<file path="config.mk">
export PLATFORM = sky130hd
export DESIGN_NAME = row_driver_seq
export DESIGN_NICKNAME = d
export VERILOG_FILES = /design/src/rtl/row_driver_seq.sv
export SDC_FILE = /design/constraint.sdc
export NUM_CORES = 1
export LEC_CHECK = 0
export CORE_ASPECT_RATIO = 0.75
export CORE_MARGIN = 4
export CORE_UTILIZATION = 47
export CTS_CLUSTER_DIAMETER = 120
export DETAILED_ROUTE_END_ITERATION = 8
export GPL_TIMING_DRIVEN = 0
export PLACE_DENSITY = 0.76
export SETUP_SLACK_MARGIN = 0.3
export SLEW_MARGIN = 20
export SYNTH_ARGS = -nofsm -noshare
export SYNTH_HDL_FRONTEND = slang
export SYNTH_SLANG_ARGS = --single-unit
</file>
<file path="constraint.sdc">
create_clock -name clk -period 2.1 [get_ports clk]
set_input_delay 0.21 -clock clk [delete_from_list [all_inputs] [get_ports clk]]
set_output_delay 0.21 -clock clk [all_outputs]
set_load 0.03 [all_outputs]
</file>
<file path="src/rtl/row_driver_seq.sv">
// Word-line driver sequencer: guard (PRE) then pulse phases per row for CAM search,
// MAC write/read and multi-row sweep-read, with abort and address-range error reporting.
module row_driver_seq #(
    parameter int ROWS      = 4,
    parameter int AW        = $clog2(ROWS),
    parameter int PRE_CYC   = 1,
    parameter int PULSE_CYC = 2
) (
    input  logic            clk,
    input  logic            rst,
    input  logic            req_valid,
    output logic            req_ready,
    input  logic [1:0]      mode,
    input  logic [AW-1:0]   addr,
    input  logic [ROWS-1:0] key,
    input  logic            abort,
    output logic [ROWS-1:0] WL,
    output logic [ROWS-1:0] WLB,
    output logic            busy,
    output logic [AW-1:0]   row_idx,
    output logic            done,
    output logic            err,
    output logic            aborted
);

    typedef enum logic [1:0] {
        IDLE  = 2'd0,
        PRE   = 2'd1,
        PULSE = 2'd2,
        DONE  = 2'd3
    } state_t;

    localparam logic [1:0] MODE_CAM   = 2'd0;
    localparam logic [1:0] MODE_WRITE = 2'd1;
    localparam logic [1:0] MODE_READ  = 2'd2;
    localparam logic [1:0] MODE_SWEEP = 2'd3;

    state_t          state_r;
    logic [3:0]      cnt_r;
    logic [1:0]      mode_r;
    logic [ROWS-1:0] key_r;

    function automatic logic [ROWS-1:0] onehot(input logic [AW-1:0] idx);
        return ROWS'(1) << idx;
    endfunction

    // Line pattern for the pulse phase, packed as {WL, WLB}; the two halves never overlap.
    function automatic logic [2*ROWS-1:0] pulse_lines(input logic [1:0] m,
                                                      input logic [ROWS-1:0] k,
                                                      input logic [AW-1:0] idx);
        logic [2*ROWS-1:0] v;
        case (m)
            MODE_CAM:   v = {k, ~k};
            MODE_WRITE: v = {onehot(idx), {ROWS{1'b0}}};
            MODE_READ:  v = {{ROWS{1'b0}}, onehot(idx)};
            MODE_SWEEP: v = {{ROWS{1'b0}}, onehot(idx)};
            default:    v = {(2*ROWS){1'b0}};
        endcase
        return v;
    endfunction

    // Sequencer: state, phase counter and all registered outputs.
    always_ff @(posedge clk or posedge rst) begin
        if (rst) begin
            state_r   <= IDLE;
            cnt_r     <= 4'd0;
            mode_r    <= 2'd0;
            key_r     <= {ROWS{1'b0}};
            req_ready <= 1'b0;
            WL        <= {ROWS{1'b0}};
            WLB       <= {ROWS{1'b0}};
            busy      <= 1'b0;
            row_idx   <= {AW{1'b0}};
            done      <= 1'b0;
            err       <= 1'b0;
            aborted   <= 1'b0;
        end else begin
            case (state_r)
                IDLE: begin
                    WL      <= {ROWS{1'b0}};
                    WLB     <= {ROWS{1'b0}};
                    done    <= 1'b0;
                    err     <= 1'b0;
                    aborted <= 1'b0;
                    if (req_valid && req_ready) begin
                        req_ready <= 1'b0;
                        busy      <= 1'b1;
                        mode_r    <= mode;
                        key_r     <= key;
                        cnt_r     <= 4'd0;
                        row_idx   <= (mode == MODE_CAM) ? {AW{1'b0}} : addr;
                        // Out-of-range row (only reachable for non-power-of-2 ROWS).
                        if ((mode != MODE_CAM) && (32'(addr) >= 32'(ROWS))) begin
                            state_r <= DONE;
                            done    <= 1'b1;
                            err     <= 1'b1;
                        end else begin
                            state_r <= PRE;
                        end
                    end else begin
                        req_ready <= 1'b1;
                        busy      <= 1'b0;
                    end
                end
                PRE: begin
                    if (abort) begin
                        state_r <= DONE;
                        done    <= 1'b1;
                        aborted <= 1'b1;
                        WL      <= {ROWS{1'b0}};
                        WLB     <= {ROWS{1'b0}};
                    end else if (cnt_r == 4'(PRE_CYC - 1)) begin
                        state_r    <= PULSE;
                        cnt_r      <= 4'd0;
                        {WL, WLB}  <= pulse_lines(mode_r, key_r, row_idx);
                    end else begin
                        cnt_r <= cnt_r + 4'd1;
                    end
                end
                PULSE: begin
                    if (abort) begin
                        state_r <= DONE;
                        done    <= 1'b1;
                        aborted <= 1'b1;
                        WL      <= {ROWS{1'b0}};
                        WLB     <= {ROWS{1'b0}};
                    end else if (cnt_r == 4'(PULSE_CYC - 1)) begin
                        cnt_r <= 4'd0;
                        WL    <= {ROWS{1'b0}};
                        WLB   <= {ROWS{1'b0}};
                        if ((mode_r == MODE_SWEEP) && (32'(row_idx) < 32'(ROWS - 1))) begin
                            state_r <= PRE;
                            row_idx <= row_idx + AW'(1);
                        end else begin
                            state_r <= DONE;
                            done    <= 1'b1;
                        end
                    end else begin
                        cnt_r <= cnt_r + 4'd1;
                    end
                end
                DONE: begin
                    state_r   <= IDLE;
                    done      <= 1'b0;
                    err       <= 1'b0;
                    aborted   <= 1'b0;
                    busy      <= 1'b0;
                    req_ready <= 1'b1;
                    WL        <= {ROWS{1'b0}};
                    WLB       <= {ROWS{1'b0}};
                end
                default: begin
                    state_r   <= IDLE;
                    cnt_r     <= 4'd0;
                    req_ready <= 1'b0;
                    busy      <= 1'b0;
                    done      <= 1'b0;
                    err       <= 1'b0;
                    aborted   <= 1'b0;
                    WL        <= {ROWS{1'b0}};
                    WLB       <= {ROWS{1'b0}};
                end
            endcase
        end
    end

endmodule
</file>
==> impl_metrics.py, run 1 <==
metrics = {
    "status": {
        "status": "completed",
    },
    "clocking": {
        "path_clk_slew_ps": 90,
        "cts.sinks": 26,
        "clockBufferDepth": 2,
        "postCtsHoldBufs": 0,
        "clk_latency_ps": 280,
        "htreeDepth": 1,
        "cts_tree": "built",
        "cts-root-buf": "clkbuf_8",
        "numCtsBuffers": 3,
    },
    "timing": {
        "drv_slew": 0,
        "slew_headroom": 0.3607,
        "layout_min_cycle_time_ps": 1921,
        "clock.fmax_mhz": 520.5,
        "holdWs_ps": 328.3,
        "finClkSkew_ps": 9.880,
        "finalHoldViolCount": 0,
        "max_slew.worst_pin.slew_ps": 953.1,
        "fin_setup_tns_ps": 0,
        "rsz0062_at_grt": "true",
        "fin_crit_sh": 0.9149,
        "setup_viol": 0,
    },
    "layout": {
        "final_common_cell": "clkdlybuf4s50_1",
        "area_growth_pct": 41.18,
        "nNetsFinal": 234,
        "mostFrequentLayoutCells": "clkdlybuf4s50_1 (25), dfrtp_1 (22), nand2_1 (16), buf_4 (14), a21oi_1 (11)",
        "diodes": 0,
        "drive_above_1_share": 0.2981,
    },
    "global_route": {
        "antenna_found_initial": 0,
        "grt_pass1_vias": 1295,
        "track_usage": 0.1846,
        "grt_max_degree": 27,
        "overflow": 0,
        "grt_pass1_wl_mm": 6.216,
    },
    "route": {
        "drt_iter0_markers": 63,
        "postRouteAntennaNets": 0,
        "routed_wl_mm": 3.855,
        "vias_per_cell": 5.545,
        "dr_total_vias": 1364,
        "drc": 0,
        "first_pass_iters": 4,
        "post_drt_wl_per_cell_um": 15.67,
    },
    "floorplan": {
        "rows": 17,
        "dieArea_um2": 4385,
        "die_x_um": 75.14,
        "floorplan.initialDensity": 0.5152,
        "coreArea_um2": 3084,
        "num_io_pins": 27,
        "die_h_um": 58.36,
    },
    "worst_setup_path": {
        "worstSetupEndpointType": "register",
        "required_ps": 2300,
        "r2r_end": "WL[3]",
        "path_class": "reg2reg",
        "path_max_fanout": 7,
        "reg2reg_from": "state_r[1]",
        "reg2reg_depth": 7,
        "arrival_ps": 2120,
        "critPathLaunchType": "register",
        "r2r_slack_ps": 180,
    },
    "synth": {
        "synth_area_leaders": "dfrtp_1 (41%), ha_1 (10%), mux2_2 (5.0%), nand2_1 (4.3%), a21oi_1 (3.8%)",
        "yosysSeqAreaShare": 0.4094,
        "synth-seq-cells": 26,
        "syn-num-nets": 188,
        "synth_warnings": 0,
        "yosys.area_share.simple": 0.1457,
        "synth_adder_area_share": 0.1024,
        "syn_area_um2": 1589,
        "yosysTopAreaCellShare": 0.4094,
        "synth_top_family_by_area": "compound AO/OA/AOI/OAI gates",
        "synthXorXnorAreaFrac": 0,
        "synth-compound-area-share": 0.1921,
        "synthDistinctLibCells": 39,
        "syn_inst": 163,
        "synth_area_per_cell_um2": 9.749,
        "yosysTopAreaCell": "dfrtp_1",
        "muxShareOfSynthArea": 0.08110,
    },
    "place": {
        "gp_congestion": 0.8837,
        "dp_hpwl_mm": 2.538,
        "port_buffers": 25,
    },
    "power_and_ir_drop": {
        "ir_drop_v": 0.001012,
        "p_per_area_nw_per_um2": 1563,
        "p_leak_nw": 0.9540,
    },
    "run": {
        "max-cap-violations": 0,
    },
    "worst_hold_path": {
        "hold_class": "in2async",
    },
}
[sequential cells by signal (all words and copies together), names as in the netlist]
signal and cells:
WL 4, done 1, mode_r 2, busy 1, key_r 4, row_idx 2
req_ready 1, aborted 1, cnt_r 4, WLB 4, state_r 2
[worst max path at each step]
| stage | cells after the start | startpoint | end | slack [ps] |
|---|---|---|---|---|
| after CTS | 7 | state_r[1] | WL[1] | 190 |
| after global placement | 7 | state_r[0] | cnt_r[2] | 140 |
| after detailed placement | 7 | state_r[0] | cnt_r[2] | 100 |
| after floorplan | 7 | state_r[1] | WL[0] | 250 |
| final | 7 | state_r[1] | WL[3] | 180 |
| after global routing | 7 | state_r[0] | WL[3] | 110 |
[Yosys cell counts]
cell / number
nand2b_1: 1
nand2_1: 18
o21a_1: 1
a2bb2oi_1: 1
nand4_1: 3
a21bo_1: 1
o311a_1: 1
nand3b_1: 1
ha_1: 13
nand3_1: 7
mux2_2: 7
buf_6: 2
buf_2: 1
dfrtp_1: 26
o211ai_2: 1
a21o_1: 2
o22a_4: 1
a41oi_1: 1
or3_4: 1
a21oi_1: 12
a31oi_1: 3
o21ai_0: 11
inv_1: 13
nor3b_1: 1
or3b_1: 1
nor3_1: 2
a311oi_1: 1
conb_1: 1
nor4bb_1: 1
or3_1: 4
o31ai_1: 5
nor2b_1: 2
o22ai_1: 1
mux2i_1: 5
clkbuf_1: 4
o311ai_2: 1
buf_4: 2
nor2_1: 3
o31ai_2: 1
[critical path, stage by stage (launching register included)]
cell	delay, ps
dfrtp_2	430
inv_4	60
ha_4	150
buf_6	110
o22a_4	210
or3_4	410
or3_1	330
a21oi_1	130
[repair_timing]
action,in CTS,in global routing
buffers inserted,7,8
cloned,1,0
pin swaps,2,7
resized for setup,8,29
endpoints found under the setup margin,13,16
[metal layers]
metal / GRT usage / part of all wire / wire [um]
met5: 0 / 0 / 0
met4: 0.05736 / 0.013 / 51
met3: 0.04437 / 0.051 / 196
met2: 0.2891 / 0.46 / 1789
met1: 0.2535 / 0.47 / 1819
[cells by family (layout without fill, tap and decap cells)]
kind of cell | after synthesis | after routing
and+or+nand+nor | 45 | 45
AOI/OAI and AO/OA | 44 | 44
DFF | 26 | 26
buffers and inverters | 22 | 67
adders and majority gates | 13 | 13
muxes | 12 | 12
other | 1 | 1
[through the flow]
| step | total power [W] | std cells | area, um^2 | utilization | worst slack [ps] |
|---|---|---|---|---|---|
| 6_report | 0.003505 | 246 | 2243 | 0.7274 | 178.8 |
| 3_3_place_gp | 0.002487 | 226 | 1926 | 0.6243 | 139.6 |
| 4_1_cts | 0.003143 | 238 | 2085 | 0.6759 | 191.3 |
| 3_5_place_dp | 0.002545 | 226 | 1926 | 0.6243 | 103.3 |
| 5_1_grt | 0.003752 | 246 | 2243 | 0.7274 | 113.6 |
| 2_1_floorplan | 0.002071 | 163 | 1628 | - | 251.6 |
[power breakdown]
group / internal (W) / leakage, nW / total [W] / switching [W]
Sequential: 0.000690 / 0.326 / 0.000884 / 0.000194
Clock: 0.000255 / 0.0357 / 0.000416 / 0.000161
Combinational: 0.00106 / 0.592 / 0.00221 / 0.00115
Total: 0.00201 / 0.954 / 0.00351 / 0.00150
[layout make-up]
| type | count | area (um^2) |
|---|---|---|
| tap | 38 | 47.55 |
| timing repair buffer | 41 | 381.6 |
| clock inverter | 1 | 30.03 |
| multi-input combinational | 115 | 960.9 |
| clock buffer | 3 | 41.29 |
| sequential | 26 | 655.6 |
| inverter | 13 | 56.30 |
| fill | 214 | 840.8 |
| buffer | 9 | 70.07 |
No activity file was read; power rests on OpenSTA's default activity.
==> run 2: changes to the inputs <==
--- a/config.mk
+++ b/config.mk
@@ -12,7 +12,7 @@
 export DETAILED_ROUTE_END_ITERATION = 8
 export GPL_TIMING_DRIVEN = 0
 export PLACE_DENSITY = 0.76
-export SETUP_SLACK_MARGIN = 0.3
+export SETUP_SLACK_MARGIN = 0.5
 export SLEW_MARGIN = 20
 export SYNTH_ARGS = -nofsm -noshare
 export SYNTH_HDL_FRONTEND = slang
==> run 2 against run 1 <==
  * Highest routed layer unchanged
  * Worst hold slack got worse by 29 ps
  * First-iteration DRC count rose by 78%
  * Flip-flop and latch count did not move
  * Utilization grew 3.7 points
  * Wire length is 17% higher
  * Combinational power rose by 14%
  * Clock power decreased by 29%
  * Clock-buffer cell count rose by 1
  * Die area is the same
  * Sequential share of layout area down 1.4 points
  * Global-route usage is 1.0 points higher
==> impl_metrics.py, run 2 (synthesis gave the netlist of run 1 again) <==
metrics = {
    "status": {
        "status": "completed",
    },
    "route": {
        "vias_per_cell": 5.844,
        "drc": 0,
        "postRouteAntennaNets": 0,
        "drt_iter0_markers": 112,
        "dr_total_vias": 1502,
        "post_drt_wl_per_cell_um": 17.52,
        "first_pass_iters": 4,
        "routed_wl_mm": 4.503,
    },
    "layout": {
        "nNetsFinal": 245,
        "mostFrequentLayoutCells": "buf_4 (25), dfrtp_1 (22), clkdlybuf4s50_1 (22), nand2_1 (18), inv_1 (10)",
        "fillers": 187,
        "diodes": 0,
        "final_common_cell": "buf_4",
        "area_growth_pct": 48.35,
        "final_area_um2": 2357,
        "drive_above_1_share": 0.3607,
    },
    "worst_setup_path": {
        "required_ps": 2290,
        "crit_slowest_cell": "dfrtp_2",
        "max_stage_delay_ps": 430,
        "critPathLaunchType": "register",
        "reg2reg_from": "state_r[1]",
        "path_class": "reg2reg",
        "path_max_fanout": 6,
        "arrival_ps": 2180,
        "worstSetupStartpoint": "state_r[1]",
        "worstSetupEndpointType": "register",
        "path_cells": "inv_4, ha_4, buf_6, o22a_4, or3_4, or3_1, a21oi_1",
    },
    "global_route": {
        "overflow": 0,
        "grt_max_degree": 27,
        "track_usage": 0.1947,
        "grt_pass1_vias": 1403,
        "grt_pass1_wl_mm": 6.699,
        "antenna_found_initial": 0,
    },
    "clocking": {
        "clockBufferDepth": 2,
        "cts_tree": "built",
        "numCtsBuffers": 3,
        "cts.sinks": 26,
        "htreeDepth": 1,
        "postCtsHoldBufs": 0,
        "clk_latency_ps": 270,
        "path_clk_slew_ps": 90,
        "cts-root-buf": "clkbuf_8",
    },
    "run": {
        "max-cap-violations": 0,
    },
    "floorplan": {
        "num_io_pins": 27,
        "rows": 17,
        "die_x_um": 75.14,
        "coreArea_um2": 3084,
        "floorplan.initialDensity": 0.5152,
        "dieArea_um2": 4385,
        "die_h_um": 58.36,
    },
    "timing": {
        "max_slew.worst_pin.slew_ps": 558.8,
        "layout_min_cycle_time_ps": 1985,
        "fin_crit_sh": 0.9452,
        "fin_setup_tns_ps": 0,
        "finalHoldViolCount": 0,
        "finClkSkew_ps": 3.361,
        "clock.fmax_mhz": 503.8,
        "setup_viol": 0,
        "drv_slew": 0,
        "slew_headroom": 0.6269,
        "rsz0062_at_grt": "true",
    },
    "worst_hold_path": {
        "hold_class": "in2async",
    },
    "place": {
        "dp_hpwl_mm": 2.666,
        "place_area_um2": 1931,
        "port_buffers": 25,
        "gp_congestion": 0.8394,
    },
    "power_and_ir_drop": {
        "p_leak_nw": 1.017,
        "p_per_area_nw_per_um2": 1563,
        "ir_drop_v": 0.0009026,
        "power_w": 0.003684,
    },
}
run 2: cell types whose count changed in the layout (fill, tap and decap cells not counted), sizes merged:
cell	previous run	this run
buf	22	32
bufinv	1	0
clkbuf	6	8
clkdlybuf4s50	25	22
clkinv	1	0
dlygate4sd2	0	2
dlymetal6s2s	0	1
inv	12	13
run 2: where the power goes:
group | leakage (nW) | switching (W) | internal [W] | total, W
Sequential | 0.327 | 0.000191 | 0.000690 | 0.000882
Combinational | 0.667 | 0.00127 | 0.00123 | 0.00251
Clock | 0.0228 | 0.000159 | 0.000136 | 0.000295
Total | 1.02 | 0.00162 | 0.00206 | 0.00368
run 2: path summary, 6_finish.rpt:
check                             endpoint  slack [ps]  cells past startpoint
worst max register to register       WL[2]         120                      7
max in group asynchronous       state_r[0]        1400                      2
worst max-delay path                 WL[2]         120                      7
min in group clk                   aborted         500                      1
worst min register to register     aborted         500                      1
worst min-delay path                WLB[1]         300                      2
run 2: critical path, delay by kind of cell, from the launching register on:
family / cells / cell delay, ps
and+or+nand+nor: 2 / 750
DFF: 1 / 430
AOI/OAI and AO/OA: 2 / 380
buffers and inverters: 2 / 180
adders and majority gates: 1 / 150
run 2: final cells by class:
class,count,area [um^2],share of cell area
flip-flops and latches,26,655.6,0.2781
inverters,13,53.80,0.02282
multi-input cells,115,1017,0.4315
plain buffers,9,71.32,0.03025
well taps,38,47.55,0.02017
repair buffers,52,466.7,0.1980
clock buffers,4,45.04,0.01911
run 2: metrics by stage:
stage / worst slack [ps] / hold slack (ps) / std cells / util
CTS: 181.7 / 495.1 / 243 / 0.6966
detailed placement: 67.49 / 474.6 / 226 / 0.6260
finish: 115.1 / 299.0 / 257 / 0.7643
global placement: 140.4 / 463.3 / 226 / 0.6260
global route: 68.47 / 369.0 / 257 / 0.7643
floorplan: 251.6 / 249.7 / 163 / -
run 2: layer usage:
metal  global-route usage  up-vias  wire length [um]
met2               0.3127       75              2108
met5                    0        -                 0
li1                     -      693                 -
met4              0.02993        0                82
met1               0.2750      724              1990
met3              0.04437       10               323
run 2: repair_timing:
item,in CTS,in global routing
endpoints found under the setup margin,21,17
resized for setup,20,21
cloned,1,0
pin swaps,3,9
setup buffers,12,14
hold endpoints to repair,0,0
==> run 3: changes to the inputs <==
--- a/config.mk
+++ b/config.mk
@@ -5,9 +5,11 @@
 export SDC_FILE = /design/constraint.sdc
 export NUM_CORES = 1
 export LEC_CHECK = 0
+export CELL_PAD_IN_SITES_DETAIL_PLACEMENT = 1
+export CELL_PAD_IN_SITES_GLOBAL_PLACEMENT = 1
 export CORE_ASPECT_RATIO = 0.75
 export CORE_MARGIN = 4
-export CORE_UTILIZATION = 47
+export CORE_UTILIZATION = 36
 export CTS_CLUSTER_DIAMETER = 120
 export DETAILED_ROUTE_END_ITERATION = 8
 export GPL_TIMING_DRIVEN = 0
==> run 3 against run 2 <==
  * Clock-buffer cell count unchanged
  * Critical path depth unchanged
  * Combinational power decreased by 8.8%
  * Clock skew increased by 2.9 ps
  * Sequential power about the same
  * Non-clock buffer count decreased by 9
  * Global-route usage decreased by 2.1 points
  * Critical endpoint is now WL[1]
==> impl_metrics.py, run 3 (synthesis gave the netlist of run 1 again) <==
metrics = {
    "place": {
        "pre_cts_ws_ps": 21.71,
        "dp_hpwl_mm": 3.068,
        "port_buffers": 25,
        "gp_congestion": 0.7898,
        "place_area_um2": 1952,
        "placed_cells": 243,
    },
    "route": {
        "drc": 0,
        "route.top_layer_used": "met4",
        "routed_wl_mm": 4.630,
        "first_pass_iters": 4,
        "dr_total_vias": 1391,
        "wl_met3_um": 160,
        "postRouteAntennaNets": 0,
        "wl_met1_mm": 2.160,
        "vias_per_cell": 5.249,
        "post_drt_wl_per_cell_um": 17.47,
        "drt_iter0_markers": 37,
        "dr_wl_met2_mm": 2.259,
    },
    "clocking": {
        "cts.sinks": 26,
        "clk_latency_ps": 280,
        "cts_tree": "built",
        "postCtsHoldBufs": 0,
        "htreeDepth": 1,
        "path_clk_slew_ps": 90,
        "numCtsBuffers": 3,
        "cts-root-buf": "clkbuf_8",
        "clockBufferDepth": 2,
    },
    "worst_setup_path": {
        "path_class": "reg2reg",
        "path_max_fanout": 6,
        "r2r_slack_ps": 190,
        "crit_slowest_cell": "dfrtp_2",
        "required_ps": 2300,
        "critPathLaunchType": "register",
        "arrival_ps": 2110,
        "worstSetupEndpointType": "register",
        "path_cells": "inv_4, ha_4, buf_6, o22a_4, or3_4, or3_1, a21oi_2",
        "max_stage_delay_ps": 440,
    },
    "timing": {
        "rsz0062_at_grt": "true",
        "slew_headroom": 0.6094,
        "holdWs_ps": 295.8,
        "layout_min_cycle_time_ps": 1905,
        "fin_crit_sh": 0.9072,
        "setup_ws_ps": 194.9,
        "finalHoldViolCount": 0,
        "finClkSkew_ps": 6.212,
        "max_slew.worst_pin.slew_ps": 578.0,
        "setup_viol": 0,
        "clock.fmax_mhz": 524.9,
        "fin_setup_tns_ps": 0,
        "drv_slew": 0,
    },
    "floorplan": {
        "die_h_um": 65.54,
        "num_io_pins": 27,
        "dieArea_um2": 5552,
        "floorplan.initialDensity": 0.3825,
        "rows": 20,
        "coreArea_um2": 4154,
        "die_x_um": 84.72,
    },
    "power_and_ir_drop": {
        "net-switching-power_w": 0.001572,
        "comb_power_share": 0.659,
        "p_int_w": 0.001900,
        "switching_share": 0.4528,
        "p_seq_frac": 0.255,
        "p_leak_nw": 0.9594,
        "ir_drop_v": 0.0007175,
        "p_per_area_nw_per_um2": 1522,
        "pwr-share-clk": 0.087,
    },
    "global_route": {
        "overflow": 0,
        "grt_pass1_vias": 1514,
        "antenna_found_initial": 0,
        "grt_max_degree": 27,
        "track_usage": 0.1735,
        "grt_pass1_wl_mm": 7.527,
    },
    "layout": {
        "final_common_cell": "clkdlybuf4s50_1",
        "nNetsFinal": 236,
        "fin_cells": 265,
        "final_area_um2": 2281,
        "fillers": 474,
        "area_growth_pct": 43.54,
        "drive_above_1_share": 0.3476,
        "diodes": 0,
        "mostFrequentLayoutCells": "clkdlybuf4s50_1 (22), dfrtp_1 (21), buf_4 (19), nand2_1 (18), o21ai_0 (10)",
    },
    "run": {
        "max-cap-violations": 0,
    },
    "status": {
        "status": "completed",
    },
    "worst_hold_path": {
        "hold_class": "in2async",
    },
}
## run 3: cell types whose count changed in the layout (fill, tap and decap cells not counted), moves of 2 or more
cell	change
buf_4	-6
buf_6	-2
inv_1	-2
inv_2	+2
o21ai_0	+2
## run 3: power by group through the flow
stage / Sequential, W / Combinational [W] / Clock, W
global placement: 0.000882 / 0.00164 / 0
global route: 0.000910 / 0.00247 / 0.000330
finish: 0.000884 / 0.00229 / 0.000301
detailed placement: 0.000898 / 0.00172 / 0
CTS: 0.000878 / 0.00196 / 0.000307
floorplan: 0.00100 / 0.00108 / 0
## run 3: area by class of cell
cell class              instances  area, um^2  share of cell area
plain buffers                   9       75.07             0.03291
well taps                      55       68.82             0.03017
multi-input cells             115       996.0              0.4366
inverters                      13       53.80             0.02359
flip-flops and latches         26       656.9              0.2880
repair buffers                 43       385.4              0.1690
clock buffers                   4       45.04             0.01975
## run 3: worst paths after layout
kind                       cells past startpoint       start    endpoint
setup / recovery                               7  state_r[1]       WL[1]
hold / removal                                 2         rst      WLB[1]
setup reg to reg                               7  state_r[1]       WL[1]
hold reg to reg                                1        busy        busy
max in group asynchronous                      2         rst  state_r[0]
min in group clk                               1        busy        busy
## run 3: timing repair
| action | in CTS | in global routing |
|---|---|---|
| setup endpoints to repair | 25 | 24 |
| buffers inserted | 9 | 9 |
| pin swaps | 1 | 6 |
| resized for setup | 17 | 25 |
| hold endpoints to repair | 0 | 0 |
## run 3: metal layers
metal  track usage  vias to the layer above
met5             0                        -
met4       0.04743                        0
met3       0.04010                        6
met2        0.3008                       29
met1        0.2179                      684
li1              -                      672
## run 3: metrics by stage
step | total power (W) | utilization
detailed placement | 0.002619 | 0.4699
CTS | 0.003149 | 0.5123
floorplan | 0.002077 | -
finish | 0.003472 | 0.5491
global placement | 0.002527 | 0.4699
global route | 0.003705 | 0.5491
## run 3: worst max-delay path: cells and delay by family, from the launching register on
family,cells,cell delay [ps]
AO/OA/AOI/OAI,2,340
adder cells (fa/ha/maj),1,160
flip-flops,1,440
buffers and inverters,2,180
AND/OR/NAND/NOR,2,710
